`config.mk`:
```
export PLATFORM = sky130hd
export DESIGN_NAME = spi_cmd_framer
export DESIGN_NICKNAME = d
export VERILOG_FILES = /design/src/rtl/spi_cmd_framer.sv
export SDC_FILE = /design/constraint.sdc
export NUM_CORES = 1
export LEC_CHECK = 0
export CAP_MARGIN = 5
export CORE_MARGIN = 3
export CORE_UTILIZATION = 44
export DETAILED_ROUTE_END_ITERATION = 16
export PLACE_DENSITY = 0.76
export SYNTH_ARGS = -nofsm -noshare
export SYNTH_HDL_FRONTEND = slang
export SYNTH_SLANG_ARGS = --single-unit
export TNS_END_PERCENT = 1
```
`constraint.sdc`:
```
create_clock -name clk_i -period 1.49 [get_ports clk_i]
set_clock_uncertainty 0.1 [all_clocks]
set_input_delay 0.149 -clock clk_i [delete_from_list [all_inputs] [get_ports clk_i]]
set_output_delay 0.149 -clock clk_i [all_outputs]
set_load 0.1 [all_outputs]
```
`src/rtl/spi_cmd_framer.sv`:
```
// spi_cmd_framer: turns the SPI slave byte stream into framed commands.
// Each command byte is looked up in a fixed parameter-length table. The
// parameter bytes are then collected, and a single-cycle trigger_action_o is
// issued with a stable cmd_o/params_o. Malformed traffic raises a sticky
// err_code_o.
// Optional feature: define SPI_CMD_TIMEOUT_EN to build the inter-byte timeout.
module spi_cmd_framer #(
  parameter int unsigned MAX_PARAMS     = 5,
  parameter logic [15:0] TIMEOUT_CYCLES = 16'd42000
) (
  input  logic                    clk_i,
  input  logic                    reset_i,
  input  logic                    start_msg_i,
  input  logic                    byte_valid_i,
  input  logic [7:0]              byte_in_i,
  input  logic                    error_clear_i,
  output logic                    trigger_action_o,
  output logic [7:0]              cmd_o,
  output logic [8*MAX_PARAMS-1:0] params_o,
  output logic                    busy_o,
  output logic [1:0]              err_code_o,
  output logic [7:0]              trig_count_o
);

  localparam int unsigned IdxW = (MAX_PARAMS > 1) ? $clog2(MAX_PARAMS) : 1;

  localparam logic [1:0] ErrNone    = 2'b00;
  localparam logic [1:0] ErrUnknown = 2'b01;
  localparam logic [1:0] ErrTrunc   = 2'b10;
  localparam logic [1:0] ErrTimeout = 2'b11;

  typedef enum logic [0:0] {StIdle, StRead} state_e;

  state_e          state_q, state_d;
  logic [7:0]      cmd_q, cmd_d;
  logic [7:0]      params_q [MAX_PARAMS];
  logic [7:0]      params_d [MAX_PARAMS];
  logic [IdxW-1:0] idx_q, idx_d;
  logic [1:0]      remaining_q, remaining_d;
  logic            trig_q, trig_d;
  logic [1:0]      err_q, err_d;
  logic [7:0]      trig_count_q, trig_count_d;
  logic [1:0]      new_err;
  logic            len_known;
  logic [1:0]      len;
  logic            tmo_hit;

  // Parameter-length table for the byte currently on byte_in_i.
  always_comb begin
    len_known = 1'b1;
    len       = 2'd0;
    case (byte_in_i)
      8'd0, 8'd15, 8'd16, 8'd27, 8'd31:         len = 2'd0;
      8'd17:                                    len = 2'd3;
      8'd26, 8'd29, 8'd30, 8'd32, 8'd33, 8'd34: len = 2'd1;
      default:                                  len_known = 1'b0;
    endcase
  end

`ifdef SPI_CMD_TIMEOUT_EN
  logic [15:0] tmo_q, tmo_d;

  // Count idle cycles spent in READ; any byte or any entry into READ restarts it.
  always_comb begin
    tmo_d = 16'd0;
    if (state_q == StRead && state_d == StRead && !byte_valid_i) begin
      tmo_d = tmo_q + 16'd1;
    end
  end

  assign tmo_hit = (state_q == StRead) && (tmo_q == TIMEOUT_CYCLES);

  // Timeout counter register.
  always_ff @(posedge clk_i) begin
    if (reset_i) begin
      tmo_q <= 16'd0;
    end else begin
      tmo_q <= tmo_d;
    end
  end
`else
  assign tmo_hit = 1'b0;
`endif

  // FSM state register.
  always_ff @(posedge clk_i) begin
    if (reset_i) begin
      state_q <= StIdle;
    end else begin
      state_q <= state_d;
    end
  end

  // FSM next state; start_msg_i outranks a same-cycle byte, a byte outranks timeout.
  always_comb begin
    state_d = state_q;
    case (state_q)
      StIdle: begin
        if (!start_msg_i && byte_valid_i && len_known && (len != 2'd0)) begin
          state_d = StRead;
        end
      end
      StRead: begin
        if (start_msg_i) begin
          state_d = StIdle;
        end else if (byte_valid_i) begin
          if (remaining_q == 2'd1) state_d = StIdle;
        end else if (tmo_hit) begin
          state_d = StIdle;
        end
      end
      default: state_d = StIdle;
    endcase
  end

  // FSM outputs and datapath next state: command/param capture, trigger, errors.
  always_comb begin
    cmd_d       = cmd_q;
    params_d    = params_q;
    idx_d       = idx_q;
    remaining_d = remaining_q;
    trig_d      = 1'b0;
    new_err     = ErrNone;
    case (state_q)
      StIdle: begin
        if (!start_msg_i && byte_valid_i) begin
          cmd_d = byte_in_i;
          idx_d = '0;
          if (!len_known) begin
            new_err = ErrUnknown;
          end else if (len == 2'd0) begin
            trig_d = 1'b1;
          end else begin
            remaining_d = len;
          end
        end
      end
      StRead: begin
        if (start_msg_i) begin
          new_err = ErrTrunc;
        end else if (byte_valid_i) begin
          params_d[idx_q] = byte_in_i;
          idx_d           = idx_q + 1'b1;
          if (remaining_q == 2'd1) begin
            trig_d = 1'b1;
          end else begin
            remaining_d = remaining_q - 2'd1;
          end
        end else if (tmo_hit) begin
          new_err = ErrTimeout;
        end
      end
      default: ;
    endcase

    // Sticky first error; a clear in the same cycle as a new error keeps the new one.
    err_d = error_clear_i ? ErrNone : err_q;
    if (new_err != ErrNone && (err_q == ErrNone || error_clear_i)) begin
      err_d = new_err;
    end

    trig_count_d = trig_d ? trig_count_q + 8'd1 : trig_count_q;
  end

  // Datapath registers.
  always_ff @(posedge clk_i) begin
    if (reset_i) begin
      cmd_q        <= 8'h00;
      idx_q        <= '0;
      remaining_q  <= 2'd0;
      trig_q       <= 1'b0;
      err_q        <= ErrNone;
      trig_count_q <= 8'd0;
      for (int i = 0; i < int'(MAX_PARAMS); i++) params_q[i] <= 8'h00;
    end else begin
      cmd_q        <= cmd_d;
      idx_q        <= idx_d;
      remaining_q  <= remaining_d;
      trig_q       <= trig_d;
      err_q        <= err_d;
      trig_count_q <= trig_count_d;
      for (int i = 0; i < int'(MAX_PARAMS); i++) params_q[i] <= params_d[i];
    end
  end

  // Pack the parameter buffer, params[0] in the low byte.
  always_comb begin
    params_o = '0;
    for (int i = 0; i < int'(MAX_PARAMS); i++) params_o[8*i +: 8] = params_q[i];
  end

  assign trigger_action_o = trig_q;
  assign cmd_o            = cmd_q;
  assign busy_o           = (state_q == StRead);
  assign err_code_o       = err_q;
  assign trig_count_o     = trig_count_q;

endmodule

```
==> metrics.md, run 1 <==
| Metric | Value |
|---|---|
| Worst-Skew Late Latency | `approximately 340 ps` |
| Max VDD drop | `a little under 700 uV` |
| Max-cap viol count | `0` |
| Yosys warns | `0` |
| Synthesized cell area | `2794 um^2` |
| Row count | `28` |
| Period minus WS final | `1728 ps` |
| Core area | `6026 um^2` |
| Post-synth cell types | `52` |
| Cell count after synthesis | `~310` |
| Vias per inst | `roughly 5.9` |
| Layout cells sized above 1 | `0.4096` |
| Data required time of the worst path | `1620 ps` |
| Hold EP | `trig_count_o[1]` |
| Largest net degree at the start of global routing | `53` |
| Worst reg2reg path endpoint | `trig_count_o[7]` |
| RSZ-0062 raised after global routing | `yes` |
| Final WS setup | `-238.0 ps` |
| Top FF cell, synth | `dfxtp_1` |
| Placed insts | `around 470` |
| Final worst-path cycle share | `1.160` |
| CTS tree | `built` |
| Post-synthesis register bit count | `65` |
| Fin. Hold Viols | `0` |
| Syn Area/Cell | `9.130 um^2` |
| Filler cell count | `between 200 and 300` |
| Cts bufs inserted | `9` |
| Post-synth ARST share | `0` |
| M2 GR Usage | `0.4590` |
| Status | `finished, violations left` |
| Io pins | `73` |
| Buffers on Ports | `72` |
| Clk sink count | `65` |
| GRT Max-Usage Layer | `met2` |
| Antenna diodes | `0` |
| Hold depth | `3` |
| Setup TNS | `-3232 ps` |
| CP startpoint kind | `flop` |
| Nets | `between 400 and 500` |
| DRC Markers | `0` |
| Crit-path max FO | `8` |
| Lkg Pwr | `between 2 and 2.5 nW` |
| WP buf/inv | `2` |
| H-tree levels | `3` |
| R2R setup slack | `-240 ps` |
| Number of global-route vias before repair | `2,949` |
| Final ANT Viol Nets | `0` |
| Die X | `85.69 um` |
| Worst r2r src | `remaining_q[1]` |
| Hpwl dp | `around 5.8 mm` |
| M3 GR Usage | `0.07973` |
| Crit path DAT | `between 1500 and 2000 ps` |
| Crit end category | `flop` |
| Critical Path Source | `remaining_q[1]` |
| Failing checks | `setup timing` |
| First-pass GRT wire length | `14.94 mm` |
| HP Class | `in -> reg` |
| Worst-Margin Slew | `438.7 ps` |
| Delay-heaviest family, CP | `multiplexers` |
| Slew HR | `0.7053` |
| Met1 Track Usage GR | `0.2892` |
| Clock tree buffer depth | `2` |
| Pre-Repair DR Iteration Count | `6` |
| Peak Freq | `~0.58 GHz` |
| # setup viols final | `45` |
| Antenna violations before repair | `0` |
| CP max stage delay | `350 ps` |
| Die area | `roughly 7300 um^2` |
| Pwr Total | `0.003570 W` |
| Critical path type | `reg -> reg` |
| Die height | `85.69 um` |
| Clk slew on worst S/H paths | `roughly 80 ps` |
| Mapped Nets | `approximately 320` |
| Final non-filler cell total | `between 400 and 500` |
| Area grow syn2layout | `75.77%` |
| Post-synth EDFFs | `0` |
| Global placer's final weighted congestion | `~0.92` |
| CP max-delay cell | `mux2_1` |
| R2R depth | `6` |
| Initial cell density of the core | `0.4637` |
| PwrDens | `a little over 700 nW/um^2` |
| Root buffer cell | `clkbuf_8` |
| Routed wire length | `10.45 mm` |
| Hold_sp | `reset_i` |
| GRT Overall Usage | `0.2647` |
| Drt wl/cell | `between 20 and 25 um` |
| Remaining Overflow, GRT | `0` |
| Post-synthesis sequential area ratio | `0.4657` |
| Slew Limit Fails | `0` |
| Total number of vias | `roughly 2,900` |
| Iter 0 DRT Violations | `290` |
| CP Cell Sequence | `inv_2 > ha_4 > nand4b_1 > buf_6 > a211oi_2 > mux2_1` |
==> how the worst max path moves through the flow <==
stage                            to  slack [ps]  cells after the start
global route           params_o[11]        -260                      6
floorplan           trig_count_o[4]        -180                      5
global placement     remaining_q[1]        -540                      6
finish              trig_count_o[7]        -240                      6
detailed placement  trig_count_o[3]        -580                      6
CTS                 trig_count_o[3]        -100                      5
==> timing repair <==
action,4_1_cts,5_1_grt
pin swaps,12,1
setup endpoints to repair,46,46
hold buffers,0,0
resized for setup,42,16
setup buffers,2,0
==> layout by cell type (no fill, tap or decap), types with 3 or more instances in the layout <==
master | netlist | routed
nand3_1 | 16 | 15
or3_1 | 3 | 3
buf_6 | 2 | 5
o21ai_0 | 3 | 3
mux2i_2 | 0 | 3
a21oi_2 | 0 | 4
dfxtp_2 | 0 | 3
a21oi_1 | 24 | 20
buf_4 | 0 | 35
buf_12 | 0 | 64
dfxtp_4 | 0 | 7
nand2_2 | 0 | 3
dfxtp_1 | 65 | 55
nor2_1 | 46 | 46
nand2_1 | 33 | 30
mux2i_1 | 32 | 27
nor2b_1 | 8 | 8
clkbuf_8 | 0 | 10
dlygate4sd2_1 | 0 | 7
mux2_4 | 0 | 4
==> metal layers <==
metal / vias up / part of all wire
met3: 56 / 0.084
met4: 0 / 0.052
met2: 192 / 0.50
li1: 1272 / -
met5: - / 0
met1: 1386 / 0.37
==> layout make-up <==
type                            instances  area (um^2)  area share
Clock buffer                           13        170.2     0.03465
Clock inverter                          2        12.51    0.002548
Inverter                                2        7.507    0.001529
Multi-Input combinational cell        216         1584      0.3225
Sequential cell                        65         1331      0.2711
Tap cell                               75        93.84     0.01911
Timing Repair Buffer                  117         1712      0.3485
==> kinds of logic (layout without fill, tap and decap cells) <==
kind of cell	Yosys count	after routing	synth area share
AO/OA/AOI/OAI	45	45	0.1008
adder cells (fa/ha/maj)	3	3	0.01344
buffers and inverters	25	134	0.04389
flip-flops	65	65	0.4657
multiplexers	38	38	0.1388
AND/OR/NAND/NOR	130	130	0.2374
==> registers in the layout (all words and copies together) (netlist names) <==
name              flops
remaining_q           2
trig_count_o          8
err_code_o            2
params_o             40
cmd_o                 8
idx_q                 3
busy_o                1
trigger_action_o      1
==> synth_stat cells (all sizes together), types with 2 or more instances <==
cell	count	area, um^2
nand2	33	123.9
or3	3	18.77
buf	16	88.83
o21ai	5	25.02
nand4	3	25.02
nor2	47	178.9
ha	3	37.54
nand3	17	90.09
nor4b	2	23.77
a211oi	2	15.01
mux2i	32	320.3
nor3b	2	20.02
nor2b	8	50.05
clkbuf	7	26.28
nand3b	2	15.01
nor3	3	20.02
mux2	6	67.56
nand2b	2	12.51
a21oi	24	120.1
dfxtp	65	1301
inv	2	7.510
==> worst min-delay path: stages <==
cell and delay, ps:
buf_2 120, buf_12 250, a21oi_2 40
==> per-stage QoR <==
step	hold WS [ps]	util	area, um^2	setup WS, ps
2_1_floorplan	185.0	-	2867	-183.8
3_3_place_gp	382.4	0.7498	4518	-544.6
3_5_place_dp	387.2	0.7498	4518	-580.8
4_1_cts	162.2	0.8065	4860	-102.4
5_1_grt	169.7	0.8150	4911	-261.4
6_report	172.3	0.8150	4911	-238.0
==> power breakdown <==
part           switching (W)  leakage (nW)  total, W  internal, W
registers          0.0000145         0.532   0.00175      0.00174
clock network       0.000669        0.0906   0.00141     0.000741
logic               0.000262          1.45  0.000408     0.000146
total               0.000946          2.07   0.00357      0.00262
Power figures use the tool's default switching activity.
==> run 2: changes to the inputs <==
- GPL_TIMING_DRIVEN: unset -> 0
==> metrics.md, run 2 (synthesized netlist as in run 1, its figures left out) <==
| Metric | Value |
|---|---|
| Status | `finished, violations left` |
| Failing checks | `setup timing` |
| Layout cells sized above 1 | `0.3453` |
| Iter 0 DRT Violations | `between 100 and 150` |
| Antenna diodes | `0` |
| Worst-Margin Slew | `about 540 ps` |
| DRC Markers | `0` |
| Critical path type | `reg -> reg` |
| Die X | `roughly 86 um` |
| Setup TNS | `-1053 ps` |
| CP max-delay cell | `dfxtp_4` |
| Lkg Pwr | `1.807 nW` |
| Remaining Overflow, GRT | `0` |
| Logic pwr share | `0.084` |
| Fin. Hold Viols | `0` |
| CP max stage delay | `between 300 and 400 ps` |
| Io pins | `73` |
| Hold_sp | `byte_in_i[7]` |
| Worst-Skew Late Latency | `roughly 340 ps` |
| Most common cell after layout, fill and taps aside | `buf_2` |
| Max-cap viol count | `0` |
| Slew Limit Fails | `0` |
| Core area | `between 6000 and 7000 um^2` |
| Slew HR | `0.6411` |
| Sw Ratio | `0.2623` |
| Worst r2r src | `remaining_q[0]` |
| Nets | `roughly 400` |
| CTS tree | `built` |
| Hold EP | `cmd_o[7]` |
| CP startpoint kind | `flop` |
| Most frequent cells in the layout | `buf_2, dfxtp_1, nor2_1, mux2i_1, nand2_1` |
| Hold-fix buffers, CTS | `0` |
| Area grow syn2layout | `32.15%` |
| Peak Freq | `~0.60 GHz` |
| WP buf/inv | `1` |
| Pre-Repair DR Iteration Count | `4` |
| Initial cell density of the core | `0.4637` |
| Drt wl/cell | `15.72 um` |
| R2R setup slack | `-180 ps` |
| Number of global-route vias before repair | `~2,400` |
| Crit path depth | `5` |
| Pre-CTS setup slack | `-750.6 ps` |
| Clk slew on worst S/H paths | `about 80 ps` |
| Routed wire length | `7.324 mm` |
| # setup viols final | `24` |
| H-tree levels | `3` |
| Max VDD drop | `approximately 600 uV` |
| P_sw | `0.0009355 W` |
| Internal power | `about 0.0026 W` |
| R2R depth | `5` |
| Crit path DAT | `roughly 1800 ps` |
| First-pass GRT wire length | `around 12 mm` |
| CP Cell Sequence | `ha_4 > nand4b_1 > buf_4 > a211oi_2 > mux2_1` |
| Delay-heaviest family, CP | `flip-flops` |
| Row count | `28` |
| Cts bufs inserted | `9` |
| Final WS setup | `-183.2 ps` |
| Hpwl dp | `roughly 5.0 mm` |
| Clock power share | `0.427` |
| Worst reg2reg path endpoint | `trig_count_o[7]` |
| Clk sink count | `65` |
| Die height | `~86 um` |
| GRT Overall Usage | `0.2084` |
| Clock tree buffer depth | `2` |
| Global placer's final weighted congestion | `approximately 0.8` |
| Total number of vias | `between 2,000 and 2,500` |
| Die area | `7342 um^2` |
| Final worst-path cycle share | `1.123` |
| Data required time of the worst path | `1610 ps` |
| PwrDens | `965.9 nW/um^2` |
| Hold depth | `3` |
| Crit end category | `flop` |
| Final ANT Viol Nets | `0` |
| Buffers on Ports | `between 60 and 70` |
| Crit-path max FO | `5` |
| RSZ-0062 raised after global routing | `yes` |
| Antenna violations before repair | `0` |
| Max reg flops | `40` |
| Period minus WS final | `about 1700 ps` |
| HP Class | `in -> reg` |
| Vias per inst | `roughly 5.3` |
| Root buffer cell | `clkbuf_8` |
| Reg power frac | `0.488` |
| Largest net degree at the start of global routing | `13` |
-- run 2: changes by cell type in the layout (fill, tap and decap cells not counted), sizes merged --
cell           before  now
clkdlybuf4s15       0    1
clkinvlp            1    0
buf               106   73
clkinv              1    3
clkbuf             15   18
clkdlybuf4s18       0    2
dlygate4sd2         7    6
bufinv              0    1
inv                 2    4
-- run 2: final cells by class --
cell class / instances / area (um^2)
clock buffers: 10 / 137.6
multi-input cells: 216 / 1488
repair buffers: 69 / 396.6
inverters: 2 / 7.507
flip-flops and latches: 65 / 1335
fillers: 548 / 2333
well taps: 75 / 93.84
plain buffers: 23 / 170.2
clock inverters: 6 / 63.81
-- run 2: per-stage QoR --
stage,instances,total power [W],util,cell area (um^2),hold slack (ps)
global route,466,0.003687,0.6127,3692,68.18
global placement,449,0.002076,0.6042,3641,343.7
finish,466,0.003566,0.6127,3692,73.44
detailed placement,449,0.002081,0.6042,3641,351.1
CTS,465,0.003585,0.6456,3890,65.23
floorplan,306,0.001981,-,2867,185.0
-- run 2: per-layer routing --
layer	vias up	share of wire	GRT usage
met5	-	0	0
met4	0	0.013	0.09928
met3	10	0.065	0.05764
met2	70	0.47	0.3213
met1	1186	0.46	0.2699
li1	1225	-	-
-- run 2: power groups by stage --
stage | clock, W | sequential [W] | combinational, W
3_5_place_dp | 0 | 0.00178 | 0.000296
2_1_floorplan | 0 | 0.00187 | 0.000108
5_1_grt | 0.00163 | 0.00174 | 0.000318
6_report | 0.00152 | 0.00174 | 0.000300
4_1_cts | 0.00154 | 0.00174 | 0.000301
3_3_place_gp | 0 | 0.00178 | 0.000292
-- run 2: worst max path at each step --
stage	start	to	slack, ps
finish	remaining_q[0]	trig_count_o[7]	-180
global route	remaining_q[0]	trig_count_o[7]	-260
CTS	busy_o	remaining_q[1]	-230
detailed placement	reset_i	params_o[14]	-750
global placement	reset_i	err_code_o[1]	-700
floorplan	busy_o	trig_count_o[4]	-180
-- run 2: worst reg2reg max path, cell delays in order, from the launching register on --
cell and delay (ps):
dfxtp_4 380, ha_4 160, nand4b_1 180, buf_4 200
a211oi_2 200, mux2_1 340
-- run 2: repair_timing --
action                                  CTS  global route
pin swaps                                 5             1
setup buffers                             0             1
gates resized for setup                 281            61
hold endpoints to repair                  0             0
endpoints found under the setup margin  123            92
